--- config.mk ---
export PLATFORM = sky130hd
export DESIGN_NAME = aes_gcm_ctr_ctrl
export DESIGN_NICKNAME = d
export VERILOG_FILES = /design/src/rtl/aes_gcm_pkg.sv /design/src/rtl/aes_gcm_byte_mask.sv /design/src/rtl/aes_gcm_ctr_ctrl.sv
export SDC_FILE = /design/constraint.sdc
export NUM_CORES = 1
export LEC_CHECK = 0
export CAP_MARGIN = 40
export CORE_AREA = 2 2 406 408
export DETAILED_ROUTE_END_ITERATION = 12
export DIE_AREA = 0 0 408 410
export HOLD_SLACK_MARGIN = 0.12
export SLEW_MARGIN = 20
export SYNTH_ARGS = -nofsm -noshare
export SYNTH_HDL_FRONTEND = slang
export SYNTH_SLANG_ARGS = --single-unit
--- constraint.sdc ---
create_clock -name clk -period 3.2 [get_ports clk]
set_clock_uncertainty 0.1 [all_clocks]
set_input_delay 0.48 -clock clk [delete_from_list [all_inputs] [get_ports clk]]
set_output_delay 0.48 -clock clk [all_outputs]
set_load 0.02 [all_outputs]
--- src/rtl/aes_gcm_pkg.sv ---
// aes_gcm_pkg: shared widths, FSM encoding and GCM helpers for the counter-mode controller.
// The E(K,J0) precompute in the top is enabled by defining AES_GCM_CTR_EK0_EN.
package aes_gcm_pkg;
  localparam int RND_SIZE = 128;
  localparam int CTR_SIZE = 32;
  localparam int BYTE_W   = 4;
  localparam logic [2:0] ST_IDLE    = 3'd0;
  localparam logic [2:0] ST_EK0     = 3'd1;
  localparam logic [2:0] ST_WAIT_PT = 3'd2;
  localparam logic [2:0] ST_RUN     = 3'd3;
  localparam logic [2:0] ST_HOLD    = 3'd4;
  // Only the low counter field advances; the upper bits never see a carry.
  function automatic logic [RND_SIZE-1:0] inc32(input logic [RND_SIZE-1:0] b);
    return {b[RND_SIZE-1:CTR_SIZE], CTR_SIZE'(b[CTR_SIZE-1:0] + 1'b1)};
  endfunction
  // Byte 0 sits in the MSBs; a count of 0 means all 16 bytes are valid.
  function automatic logic [RND_SIZE-1:0] byte_mask(input logic [BYTE_W-1:0] n);
    return (n == '0) ? '1 : ~({RND_SIZE{1'b1}} >> (8 * n));
  endfunction
endpackage

--- src/rtl/aes_gcm_byte_mask.sv ---
// aes_gcm_byte_mask: keep-mask for a block; only a final block can be partial.
module aes_gcm_byte_mask
  import aes_gcm_pkg::*;
(
  input  logic                last_i,
  input  logic [BYTE_W-1:0]   bytes_i,
  output logic [RND_SIZE-1:0] mask_o
);
  assign mask_o = last_i ? byte_mask(bytes_i) : '1;
endmodule

--- src/rtl/aes_gcm_ctr_ctrl.sv ---
// aes_gcm_ctr_ctrl: GCM counter-mode sequencer around aes_data_path, one block in flight.
// Define AES_GCM_CTR_EK0_EN to also compute E(K,J0) before the first block.
module aes_gcm_ctr_ctrl
  import aes_gcm_pkg::*;
(
  input  logic                clk,
  input  logic                rst_n,
  input  logic                i_start,
  input  logic [RND_SIZE-1:0] i_key,
  input  logic [RND_SIZE-1:0] i_j0,
  input  logic                i_pt_valid,
  input  logic [RND_SIZE-1:0] i_pt_data,
  input  logic                i_pt_last,
  input  logic [BYTE_W-1:0]   i_pt_bytes,
  output logic                o_pt_ready,
  output logic                o_ct_valid,
  output logic [RND_SIZE-1:0] o_ct_data,
  output logic                o_ct_last,
  input  logic                i_ct_ready,
  output logic                o_dp_en,
  output logic [RND_SIZE-1:0] o_dp_text,
  output logic [RND_SIZE-1:0] o_dp_key,
  input  logic                i_dp_flag,
  input  logic [RND_SIZE-1:0] i_dp_cypher,
  output logic [RND_SIZE-1:0] o_ek0,
  output logic                o_ek0_valid,
  output logic                o_busy,
  output logic                o_done
);
  logic [2:0]          state_q, state_d;
  logic [RND_SIZE-1:0] key_q, key_d, ctr_q, ctr_d, pt_q, pt_d, ct_q, ct_d, mask;
  logic [BYTE_W-1:0]   bytes_q, bytes_d;
  logic                last_q, last_d, done_q, done_d;
  aes_gcm_byte_mask u_mask (.last_i(last_q), .bytes_i(bytes_q), .mask_o(mask));
`ifdef AES_GCM_CTR_EK0_EN
  logic [RND_SIZE-1:0] j0_q, j0_d, ek0_q, ek0_d;
  logic                ek0_valid_q, ek0_valid_d;
`endif
  always_comb begin
    state_d = state_q;
    key_d   = key_q;
    ctr_d   = ctr_q;
    pt_d    = pt_q;
    ct_d    = ct_q;
    bytes_d = bytes_q;
    last_d  = last_q;
    done_d  = 1'b0;
`ifdef AES_GCM_CTR_EK0_EN
    j0_d        = j0_q;
    ek0_d       = ek0_q;
    ek0_valid_d = ek0_valid_q;
`endif
    case (state_q)
      ST_IDLE: if (i_start) begin
        key_d = i_key;
        ctr_d = inc32(i_j0);
`ifdef AES_GCM_CTR_EK0_EN
        j0_d        = i_j0;
        ek0_valid_d = 1'b0;
        state_d     = ST_EK0;
`else
        state_d = ST_WAIT_PT;
`endif
      end
`ifdef AES_GCM_CTR_EK0_EN
      ST_EK0: if (i_dp_flag) begin
        ek0_d       = i_dp_cypher;
        ek0_valid_d = 1'b1;
        state_d     = ST_WAIT_PT;
      end
`endif
      ST_WAIT_PT: if (i_pt_valid) begin
        pt_d    = i_pt_data;
        last_d  = i_pt_last;
        bytes_d = i_pt_bytes;
        state_d = ST_RUN;
      end
      ST_RUN: if (i_dp_flag) begin
        ct_d    = (pt_q ^ i_dp_cypher) & mask;
        ctr_d   = inc32(ctr_q);
        state_d = ST_HOLD;
      end
      ST_HOLD: if (i_ct_ready) begin
        done_d  = last_q;
        state_d = last_q ? ST_IDLE : ST_WAIT_PT;
      end
      default: state_d = ST_IDLE;
    endcase
  end
  always_ff @(posedge clk) begin
    if (!rst_n) begin
      state_q <= ST_IDLE;
      key_q   <= '0;
      ctr_q   <= '0;
      pt_q    <= '0;
      ct_q    <= '0;
      bytes_q <= '0;
      last_q  <= 1'b0;
      done_q  <= 1'b0;
    end else begin
      state_q <= state_d;
      key_q   <= key_d;
      ctr_q   <= ctr_d;
      pt_q    <= pt_d;
      ct_q    <= ct_d;
      bytes_q <= bytes_d;
      last_q  <= last_d;
      done_q  <= done_d;
    end
  end
`ifdef AES_GCM_CTR_EK0_EN
  always_ff @(posedge clk) begin
    if (!rst_n) begin
      j0_q        <= '0;
      ek0_q       <= '0;
      ek0_valid_q <= 1'b0;
    end else begin
      j0_q        <= j0_d;
      ek0_q       <= ek0_d;
      ek0_valid_q <= ek0_valid_d;
    end
  end
  assign o_dp_text   = (state_q == ST_RUN) ? ctr_q : (state_q == ST_EK0) ? j0_q : '0;
  assign o_ek0       = ek0_q;
  assign o_ek0_valid = ek0_valid_q;
`else
  assign o_dp_text   = (state_q == ST_RUN) ? ctr_q : '0;
  assign o_ek0       = '0;
  assign o_ek0_valid = 1'b0;
`endif
  assign o_dp_en    = (state_q == ST_RUN) || (state_q == ST_EK0);
  assign o_dp_key   = key_q;
  assign o_pt_ready = state_q == ST_WAIT_PT;
  assign o_ct_valid = state_q == ST_HOLD;
  assign o_ct_data  = ct_q;
  assign o_ct_last  = o_ct_valid & last_q;
  assign o_busy     = state_q != ST_IDLE;
  assign o_done     = done_q;
endmodule

* Yosys cells after proc, flatten, opt, wreduce, memory -nomap -nowiden *
Index checks and enable logic that the tools add are counted.
W data, S select, Z words.

storage, ports and cells
  flip-flop bits (word level) = 521
  bits of input ports = 523
  output and inout bits = 519
  word-level logic and storage cells = 49

cells by class
  add/sub/neg operators = 2
  eq/ne operators = 8
  shifts and indexed selects = 1
  muxes and demuxes = 12
  bitwise gates (word level) = 5
  reductions and logical operators = 12

operators by type and width
  kind                       number
  $mux W128                  4
  $pmux W128 S2              1
  $and A128 B128 Y128        1
  $not A128 Y128             1
  $shr A128 B7 Y128 const A  1
  $xor A128 B128 Y128        1
  $add A32 B1 Y32 const B    2
  $mux W32                   1
  $mux W3                    4
  $pmux W3 S4                1
  $reduce_and A3 Y1          3
  $eq A3 B2 Y1 const B       2
  $ne A2 B2 Y1 const B       3
  $reduce_and A2 Y1          3
  $logic_not A4 Y1           1
  $reduce_and A4 Y1          1
  $eq A3 B1 Y1 const B       1
  $eq A3 B3 Y1 const B       1
  $logic_not A3 Y1           1
  $reduce_bool A3 Y1         1
  $mux W2                    1
  $ne A2 B1 Y1 const B       1
  $reduce_bool A2 Y1         1
  $and A1 B1 Y1              1
  other kinds (2)            2

* Logic depth before layout (Yosys ltp) *
Gate-level depths: netlist of the first run.

  depth in word-level cells = 5
  gate-level depth with buffers = 15
  mapped depth without buffers = 9

* Cells and area by module *
Synthesis of the first run repeated with hierarchy kept, for this count alone.

second synthesis, totals
  cell total of the unflattened synthesis = 3,115
  area total of the unflattened synthesis = 23,943.0 um^2

modules (own cells, without submodules)
  module             instances  cells an instance  area an instance (um^2)  sequential area each (um^2)
  aes_gcm_ctr_ctrl   1          2,968              22,907.0                 10,430.0
  aes_gcm_byte_mask  1          147                1,036.0                  0.0

* Worst setup path before layout of the first run *
No wires, ideal clock.

  kind = register -> register
  start = register state_q[2]
  end = register ctr_q[30]
  setup time = 0.132 ns
  arrival = 3.328 ns
  data required time = 2.968 ns
  path slack = -0.360 ns
  cell stages (with the launch flop) = 16
  buffers on the path = 6
  clock period less this slack = 3.560 ns
  path through = dfxtp_1 -> buf_6 -> and3b_1 -> buf_6 -> buf_2 -> clkbuf_1 -> clkbuf_1 -> and2_1 -> a21o_1 -> ha_1 -> nand3_1 -> nor4_1 -> o22ai_1 -> buf_2 -> o31ai_1 -> a21oi_1

on the way
  word-level cells in the longest chain between the ends = 3
  elaborated cells on any way between the ends = 7
  classes of those cells = 3 x eq/ne; 1 x mux; 3 x reduce/logical

ends and longest elaborated chain
  element                                                              RTL line                 RTL
  start, declared                                                      aes_gcm_ctr_ctrl.sv:30   logic [2:0] state_q, state_d;
  start signal, assigned                                               aes_gcm_ctr_ctrl.sv:101  state_q <= state_d;
  $eq A3 B2 Y1 or $logic_not A3 Y1 (tied branches)                     aes_gcm_ctr_ctrl.sv:53   case (state_q)
  $ne A2 B2 Y1 (no source line) or $reduce_bool A2 Y1 (tied branches)  --
  $reduce_and A3 Y1 (no source line)                                   --
  end signal, assigned                                                 aes_gcm_ctr_ctrl.sv:103  ctr_q <= ctr_d;
  end, declared                                                        aes_gcm_ctr_ctrl.sv:31   logic [RND_SIZE-1:0] key_q, key_d, ctr_q, ctr_d, pt_q, pt_d, ct_q, ct_d, mask;

Several ways; a longest one is shown, not always the timed one. The select of a mux whose other input is x is not followed.
A chain may end at the register's enable or synchronous reset.

* Final worst setup path of the first run *
  start = register state_q[2]
  end = output o_dp_text[17]

on the way
  word-level cells in the longest chain between the ends = 2

ends and longest elaborated chain
  element        RTL line                 RTL
  $eq A3 B2 Y1   aes_gcm_ctr_ctrl.sv:127  assign o_dp_text = (state_q == ST_RUN) ? ctr_q : '0;
  $mux W128      aes_gcm_ctr_ctrl.sv:127
  end, declared  aes_gcm_ctr_ctrl.sv:21   output logic [RND_SIZE-1:0] o_dp_text,

Every way passes these cells.

==> impl_metrics.tcl, run 1 <==
set metrics [dict create \
    synth_edf_count 0 \
    relSlewSlack_pct 50.6 \
    total_leakage_power_nw 14.0 \
    rows 149 \
    p_comb_share_pct 17.5 \
    crit_path_start_kind "flop" \
    share_seq_of_total_power_pct 39.0 \
    h-tree-depth 3 \
    synth_area_um2 22500 \
    maxCapViolCount 0 \
    p_switching_w 0.00533 \
    firstDrtPassIters 8 \
    die_w_um 408 \
    synth.area.top_cells "dfxtp_1, nand2_1, a21oi_1" \
    max_stage_delay_ns 0.63 \
    drt_wl_total_um 114000 \
    hp-start "i_pt_bytes[1]" \
    ant_nets 0 \
    fmax_mhz 323 \
    hpwl_um 87700 \
    cts_max_path_buffers 3 \
    grt_pass1_wl_um 158000 \
    async_flop_share_pct 0 \
    yosysUniqueCellTypes 71 \
    cts_tree "done" \
    antenna_found_initial 44 \
    hold_viol_final 0 \
    clock_latency_ns 0.66 \
    p_int_w 0.0131 \
    crit_chain "and3b_4 -> bufbuf_16 -> and2_1 -> clkdlybuf4s50_1" \
    vias 23300 \
    status "completed" \
    tightest_slew_ns 0.742 \
    die_h_um 410 \
    netlist.area_leader.share_pct 46.3 \
    power_w 0.0185 \
    seq_area_frac_synth_pct 46.3 \
    r2r-start "state_q[2]$_SDFFE_PN0P_" \
    final_nets 4270 \
    start_util_pct 13.8 \
    fill_cells 18000 \
    worstHoldPathType "in -> reg" \
    cts_root_buf "clkbuf_16" \
    power.density_nw_per_um2 502 \
    die_area_um2 167000 \
    grt_max_degree 74 \
    ir_drop_uv 350 \
    core_area_um2 163000 \
    cts.clk_slew.worst_paths_ns 0.07 \
    syn_area_per_cell_um2 7.89 \
    wire_per_inst_um 19.0 \
    switching_share_pct 28.9 \
    path_class "reg -> out" \
    critPathLaunch "state_q[2]$_SDFFE_PN0P_" \
    rsz0062_at_grt "no" \
    drc 0 \
    final_max_slew_viol_count 0 \
    portBuffers 912 \
    setup_tns_ns 0 \
    grt_pass1_vias 21800 \
    clockPowerShare_pct 43.4 \
    syn2layout_area_growth_pct 63.6 \
    synth_ff_type "dfxtp_1" \
    numCtsBuffers 67 \
    vias_per_cell 3.88 \
    worstPathArrival_ns 2.52 \
    io_pins 1042 \
    final_layout_size_suffix_gt1_share_pct 6.98 \
    overflow 0 \
    finalSetupViolCount 0 \
    critPathSlowestCell "clkdlybuf4s50_1" \
    gp_congestion 0.933 \
    finish.instance_area_um2 36800 \
    netlist_instances 2851 \
    period_needed_ns 3.10 \
    synth_warnings 0 \
    fin_crit_sh_pct 96.8 \
    drt_iter0_drc 1778 \
    end_kind "output port" \
    synth-seq-cells 521 \
    cp_max_fo 12 \
    grt_usage_pct 12.9 \
    final_util_pct 22.5 \
    dpl_cell_area_um2 34400 \
    required_ns 2.62 \
    synth_top_cell_by_area "dfxtp_1" \
    clock_sinks 521 \
]
through the flow:
step / cells / hold WS, ns / setup slack (ns)
2_1_floorplan: 2979 / 0.332 / 0.0176
3_3_place_gp: 5859 / 0.338 / 0.191
3_5_place_dp: 5859 / 0.343 / 0.260
4_1_cts: 5987 / 0.153 / 0.00170
5_1_grt: 5989 / 0.212 / 0.00553
6_report: 5998 / 0.268 / 0.101
metal layers:
layer | global-route usage [%] | share of wire (%) | wire length, µm | up-vias
met5 | 0 | 0.22 | 249 | -
met4 | 4.41 | 3.1 | 3540 | 38
met3 | 4.34 | 8.5 | 9630 | 215
met2 | 20.7 | 46 | 52300 | 977
met1 | 15.9 | 42 | 48100 | 11000
li1 | - | - | - | 11100
cells in the final DEF, fill, tap and decap left out, drive strengths merged, types with 120 or more instances in the layout:
master / count
clkdlybuf4s50: 802
nand2: 772
dfxtp: 521
a21oi: 394
nor2: 177
conb: 129
buf: 129
and2: 125
xor2: 122
a22oi: 120
final timing paths:
path                            slack (ns)                      end  cells after the start
worst max-delay path                  0.10            o_dp_text[17]                      4
worst min-delay path                  0.27  bytes_q[1]$_SDFFE_PN0P_                      3
worst max register to register        0.19   ctr_q[26]$_SDFFE_PN0P_                     11
worst min register to register        0.35   ctr_q[72]$_SDFFE_PN0P_                      2
kinds of logic after synthesis:
| kind of cell | after synthesis | synth area share [%] |
|---|---|---|
| compound gates | 643 | 17.0 |
| flops | 521 | 46.3 |
| buf+inv | 339 | 7.99 |
| simple gates | 1199 | 22.8 |
| other cells | 1 | 0.0167 |
| mux | 15 | 0.695 |
| fa+ha+maj | 1 | 0.0556 |
| xor+xnor | 132 | 5.14 |
critical path: cells and delay by family (launching register included):
family | cells | cell delay (ns)
buf+inv | 2 | 0.94
flops | 1 | 0.39
simple gates | 2 | 0.55
flip-flops by register name, summed over array words and instances (netlist names):
signal / count
bytes_q: 4
ctr_q: 128
last_q: 1
o_ct_data: 128
o_done: 1
o_dp_key: 128
pt_q: 128
state_q: 3
Yosys cell counts, types with 3 or more instances:
| master | instances |
|---|---|
| mux2_2 | 5 |
| xnor2_1 | 10 |
| nand2_1 | 772 |
| buf_4 | 129 |
| o22ai_1 | 7 |
| nand4_1 | 19 |
| dfxtp_1 | 521 |
| o31ai_1 | 4 |
| mux2i_1 | 10 |
| a21oi_1 | 394 |
| nor3_1 | 19 |
| a21o_1 | 8 |
| a221oi_1 | 3 |
| a211o_1 | 7 |
| a22oi_1 | 120 |
| clkbuf_1 | 165 |
| buf_1 | 10 |
| nor4_1 | 6 |
| o21ai_0 | 27 |
| and3_1 | 15 |
| a31oi_1 | 10 |
| o21a_1 | 8 |
| or3_1 | 7 |
| a2111o_1 | 4 |
| and2_1 | 125 |
| inv_1 | 10 |
| nor2b_1 | 3 |
| buf_2 | 22 |
| a2111oi_0 | 4 |
| nand3_1 | 33 |
| nor2_1 | 177 |
| nor3b_1 | 3 |
| o211ai_1 | 3 |
| xor2_1 | 122 |
| a211oi_1 | 21 |
power groups by stage:
stage | Combinational [W] | Clock (W) | Sequential [W]
after CTS | 0.00326 | 0.00834 | 0.00720
after floorplan | 0.00146 | 0 | 0.00741
after global placement | 0.00320 | 0 | 0.00732
after detailed placement | 0.00323 | 0 | 0.00734
final | 0.00324 | 0.00802 | 0.00720
after global routing | 0.00349 | 0.00854 | 0.00724
repair_timing:
item                                   CTS  global route
cloned                                   5             0
hold buffers                             0             0
buffers inserted                         2             0
resized for setup                       95             4
endpoints found under the hold margin    0             0
setup endpoints to repair              102             5
cell type report:
type	instances	area, µm²	area share, %
antenna	11	27.5	0.0748
clock buffer	96	1950	5.29
clock inverter	25	380	1.03
inverter	11	48.8	0.133
multi-input combinational	2119	10800	29.4
sequential	521	10400	28.3
tap	2189	2740	7.44
timing repair buffer	1026	10400	28.3
Note: power is estimated with default switching activity, not from simulation.
==> run 2, diff against run 1 <==
--- a/config.mk
+++ b/config.mk
@@ -6,9 +6,10 @@
 export NUM_CORES = 1
 export LEC_CHECK = 0
 export CAP_MARGIN = 40
-export CORE_AREA = 2 2 406 408
+export CORE_AREA = 2 2 401 403
+export CTS_BUF_LIST = sky130_fd_sc_hd__clkbuf_4
 export DETAILED_ROUTE_END_ITERATION = 12
-export DIE_AREA = 0 0 408 410
+export DIE_AREA = 0 0 403 405
 export HOLD_SLACK_MARGIN = 0.12
 export SLEW_MARGIN = 20
 export SYNTH_ARGS = -nofsm -noshare
==> run 2 against run 1 <==
Via count is 14% higher. Sequential cell count unchanged. Critical path type unchanged. Sequential power barely moved. Largest cell class is now non-clock buffers. Critical path depth rose by 3. Hold slack better by 0.079 ns. Utilization rose by 4.1 points. Setup slack worse by 0.026 ns. Die area shrank 2.4%. Global-route usage rose by 1.5 points. Clock-buffer cell count increased by 114.
==> impl_metrics.tcl, run 2 (synthesis results as in run 1) <==
set metrics [dict create \
    status "completed" \
    end_kind "output port" \
    required_ns 2.62 \
    cp_max_fo 5 \
    final_cell_mix "clkdlybuf4s50_1, nand2_1, dlygate4sd3_1" \
    vias_per_cell 4.01 \
    grt_max_degree 119 \
    final_nets 4968 \
    path_class "reg -> out" \
    firstDrtPassIters 6 \
    vias 26600 \
    dp_cells 5744 \
    power.density_nw_per_um2 417 \
    start_util_pct 14.1 \
    power_w 0.0177 \
    total_leakage_power_nw 16.4 \
    whs_ns 0.348 \
    ir_drop_uv 290 \
    relSlewSlack_pct 51.3 \
    grt_pass1_vias 26600 \
    io_pins 1042 \
    die_h_um 405 \
    crit_top_cell "buf_12" \
    layoutNonFillerInstCount 6648 \
    max_stage_delay_ns 0.33 \
    core_area_um2 159000 \
    gp_congestion 0.876 \
    drt_wl_total_um 123000 \
    die_area_um2 163000 \
    numCtsBuffers 156 \
    cts_root_buf "clkbuf_4" \
    drc 0 \
    portBuffers 912 \
    crit_buf_inv 5 \
    clock_latency_ns 1.15 \
    overflow 0 \
    cts_tree "done" \
    final_max_slew_viol_count 0 \
    rsz0062_at_grt "yes" \
    worstHoldPathType "reg -> reg" \
    h-tree-depth 4 \
    wire_per_inst_um 18.6 \
    die_w_um 403 \
    finalSetupViolCount 0 \
    clock_sinks 521 \
    grt_usage_pct 14.4 \
    ant_nets 0 \
    rows 147 \
    crit_path_start_kind "flop" \
    cts_max_path_buffers 3 \
    final_layout_size_suffix_gt1_share_pct 12.2 \
    final_common_cell "clkdlybuf4s50_1" \
    cts.clk_slew.worst_paths_ns 0.06 \
    crit_family "buffers and inverters" \
    hpwl_um 87300 \
    hold_viol_final 0 \
    dpl_cell_area_um2 34100 \
    maxCapViolCount 0 \
    crit_chain "and3b_4 -> buf_12 -> buf_12 -> buf_16 -> buf_12 -> and2_4 -> buf_6" \
    antenna_found_initial 35 \
    fmax_mhz 320 \
    worstPathArrival_ns 2.55 \
    fin_crit_sh_pct 97.7 \
    period_needed_ns 3.13 \
    tightest_slew_ns 0.730 \
    final_util_pct 26.6 \
    grt_pass1_wl_um 174000 \
    drt_iter0_drc 1968 \
    critPathSlowestCell "and3b_4" \
    finish.instance_area_um2 42400 \
    syn2layout_area_growth_pct 88.6 \
]
## run 2: worst reg2reg max path, delay by kind of cell (launching register included)
kind	cells	cell delay (ns)
DFF	1	0.31
buffers and inverters	5	1.20
and+or+nand+nor	5	0.70
AOI/OAI and AO/OA	2	0.35
adders and majority gates	1	0.24
## run 2: metrics by stage
step | setup WS, ns | setup TNS (ns)
global placement | -0.231 | -0.300
detailed placement | 0.198 | 0
floorplan | 0.0176 | 0
finish | 0.0750 | 0
global route | -0.115 | -2.06
CTS | -0.217 | -14.92
## run 2: layer usage
layer | GRT usage (%) | wire length (µm) | share of wire, % | vias up
met5 | 0 | 241 | 0.20 | -
met4 | 8.11 | 6430 | 5.2 | 36
met3 | 4.82 | 9740 | 7.9 | 292
met2 | 22.3 | 55400 | 45 | 1167
met1 | 17.4 | 51600 | 42 | 12600
li1 | - | - | - | 12600
## run 2: final timing paths
check / startpoint / to / slack, ns / cells past startpoint
max: state_q[2]$_SDFFE_PN0P_ / o_dp_text[54] / 0.07 / 7
min: ctr_q[85]$_SDFFE_PN0P_ / ctr_q[85]$_SDFFE_PN0P_ / 0.35 / 2
max reg2reg: state_q[2]$_SDFFE_PN0P_ / ctr_q[10]$_SDFFE_PN0P_ / 0.23 / 13
min reg2reg: ctr_q[85]$_SDFFE_PN0P_ / ctr_q[85]$_SDFFE_PN0P_ / 0.35 / 2
## run 2: what timing repair did
action                                  4_1_cts  5_1_grt
setup buffers                                17        7
gates resized for setup                     575       73
pin swaps                                     5        5
hold endpoints to repair                    518        0
gates cloned                                  9        1
hold buffers                                596        0
endpoints found under the setup margin      139      119
## run 2: area by class of cell
type,instances,area (µm²)
multi-input combinational,2119,11000
clock inverter,49,323
tap,2086,2610
timing repair buffer,1635,16500
antenna,17,42.5
clock buffer,210,1580
inverter,11,48.8
fill,16900,117000
sequential,521,10400
## run 2: power breakdown
part	switching, W	internal, W	leakage, nW	total (W)
clock network	0.00327	0.00329	1.13	0.00656
logic	0.00196	0.00196	11.0	0.00393
registers	0.000317	0.00689	4.25	0.00721
==> run 3, diff against run 2 <==
--- a/config.mk
+++ b/config.mk
@@ -6,10 +6,10 @@
 export NUM_CORES = 1
 export LEC_CHECK = 0
 export CAP_MARGIN = 40
-export CORE_AREA = 2 2 401 403
+export CORE_AREA = 2 2 406 408
 export CTS_BUF_LIST = sky130_fd_sc_hd__clkbuf_4
 export DETAILED_ROUTE_END_ITERATION = 12
-export DIE_AREA = 0 0 403 405
+export DIE_AREA = 0 0 408 410
 export HOLD_SLACK_MARGIN = 0.12
 export SLEW_MARGIN = 20
 export SYNTH_ARGS = -nofsm -noshare
==> run 3 against run 2 <==
Routed wire length increased by 0.92%. Power increased by 0.48%. Combinational power increased by 3%. Critical path depth shrank 2. Sequential cell count stayed put. Hold slack gained 0.0026 ns. Register-to-register slack worse by 0.17 ns. Maximum frequency fell by 1.7%. Die area increased by 2.5%. Critical path type unchanged. Largest cell class unchanged.
==> impl_metrics.tcl, run 3 (synthesis results as in run 1) <==
set metrics [dict create \
    cts.clk_slew.worst_paths_ns 0.05 \
    clock_sinks 521 \
    layoutNonFillerInstCount 6845 \
    grt_pass1_vias 26800 \
    antenna_found_initial 45 \
    max_stage_delay_ns 0.36 \
    rows 149 \
    cts_tree "done" \
    vias_per_cell 3.99 \
    crit_top_cell "buf_16" \
    final_nets 5061 \
    power_w 0.0178 \
    hpwl_um 87700 \
    tightest_slew_ns 0.736 \
    fill_cells 17300 \
    final_max_slew_viol_count 0 \
    portBuffers 912 \
    final_common_cell "clkdlybuf4s50_1" \
    dp_cells 5859 \
    grt_pass1_wl_um 176000 \
    numCtsBuffers 157 \
    die_h_um 410 \
    met2_usage_pct 22.5 \
    hp-start "ctr_q[72]$_SDFFE_PN0P_" \
    worstPathArrival_ns 2.60 \
    io_pins 1042 \
    syn2layout_area_growth_pct 92.9 \
    clock_latency_ns 1.17 \
    grt_usage_pct 14.1 \
    critPathSlowestCell "dfxtp_4" \
    drt_wl_total_um 125000 \
    maxCapViolCount 0 \
    core_area_um2 163000 \
    use_met1_pct 16.9 \
    crit_buf_inv 3 \
    wire_per_inst_um 18.2 \
    grt_busiest_layer "met2" \
    fin_crit_sh_pct 99.4 \
    cts_max_path_buffers 3 \
    ir_drop_uv 338 \
    crit_chain "and3b_4 -> buf_16 -> buf_16 -> and2_1 -> clkdlybuf4s15_2" \
    critPathLaunch "state_q[2]$_SDFFE_PN0P_" \
    die_w_um 408 \
    path_class "reg -> out" \
    vias 27300 \
    overflow 0 \
    end_kind "output port" \
    total_leakage_power_nw 16.7 \
    r2r-start "state_q[2]$_SDFFE_PN0P_" \
    drc 0 \
    gp_congestion 0.933 \
    h-tree-depth 4 \
    start_util_pct 13.8 \
    required_ns 2.62 \
    ant_nets 0 \
    rsz0062_at_grt "yes" \
    worstHoldPathType "reg -> reg" \
    fmax_mhz 315 \
    cp_max_fo 24 \
    finalSetupViolCount 0 \
    status "completed" \
    hold_viol_final 0 \
    crit_path_start_kind "flop" \
    power.density_nw_per_um2 410 \
    final_cell_mix "clkdlybuf4s50_1, nand2_1, dlygate4sd3_1" \
    grt_use_met3_pct 4.59 \
    crit_family "buffers and inverters" \
    drt_iter0_drc 1962 \
    die_area_um2 167000 \
    grt_max_degree 74 \
    relSlewSlack_pct 50.9 \
    final_layout_size_suffix_gt1_share_pct 11.7 \
    cts_root_buf "clkbuf_4" \
    period_needed_ns 3.18 \
    firstDrtPassIters 8 \
]
-- run 3: cell count changes in the layout (fill, tap and decap cells not counted), moves of 9 or more --
cell	delta
buf_4	+39
buf_2	-39
and2_4	-12
and2_1	+13
dlygate4sd2_1	-9
dlygate4sd3_1	+92
-- run 3: path summary, 6_finish.rpt --
check / end / slack, ns / cells after the start
worst max-delay path: o_dp_text[72] / 0.02 / 5
worst min-delay path: ctr_q[72]$_SDFFE_PN0P_ / 0.35 / 2
worst max register to register: ctr_q[19]$_SDFFE_PN0P_ / 0.06 / 11
worst min register to register: ctr_q[72]$_SDFFE_PN0P_ / 0.35 / 2
-- run 3: layout make-up --
type                    instances  area (µm²)  area share [%]
multi-input cells            2119       10900            25.1
well taps                    2189        2740            6.31
clock buffers                 215        1610            3.72
clock inverters                38         260           0.599
flip-flops and latches        521       10400            24.0
repair buffers               1727       17400            40.0
diodes                         25        62.6           0.144
inverters                      11        48.8           0.112
-- run 3: power breakdown --
part	internal, W	total [W]	switching, W
Clock	0.00332	0.00651	0.00319
Sequential	0.00690	0.00721	0.000319
Combinational	0.00204	0.00406	0.00202
-- run 3: worst min-delay path, stage by stage (launching register included) --
cell,delay (ns)
dfxtp_1,0.30
nand2_1,0.05
a21oi_1,0.05
-- run 3: repair_timing --
action,4_1_cts,5_1_grt
gates cloned,5,2
setup buffers,3,11
pin swaps,3,1
endpoints found under the hold margin,521,0
endpoints found under the setup margin,140,133
hold buffers,688,0
resized for setup,448,177
-- run 3: metal layers --
| metal | up-vias | part of all wire [%] |
|---|---|---|
| li1 | 12800 | - |
| met1 | 12800 | 41 |
| met2 | 1346 | 46 |
| met3 | 316 | 8.1 |
| met4 | 28 | 4.4 |
| met5 | - | 0.15 |
-- run 3: stage by stage --
step / TNS [ns] / hold WS [ns] / utilization (%) / setup slack (ns) / cell area, µm²
6_report: 0 / 0.350 / 26.6 / 0.0204 / 43400
3_3_place_gp: 0 / 0.338 / 21.0 / 0.191 / 34400
2_1_floorplan: 0 / 0.332 / - / 0.0176 / 23000
3_5_place_dp: 0 / 0.343 / 21.0 / 0.260 / 34400
5_1_grt: -8.17 / 0.240 / 26.5 / -0.193 / 43400
4_1_cts: -28.20 / 0.120 / 26.4 / -0.304 / 43200
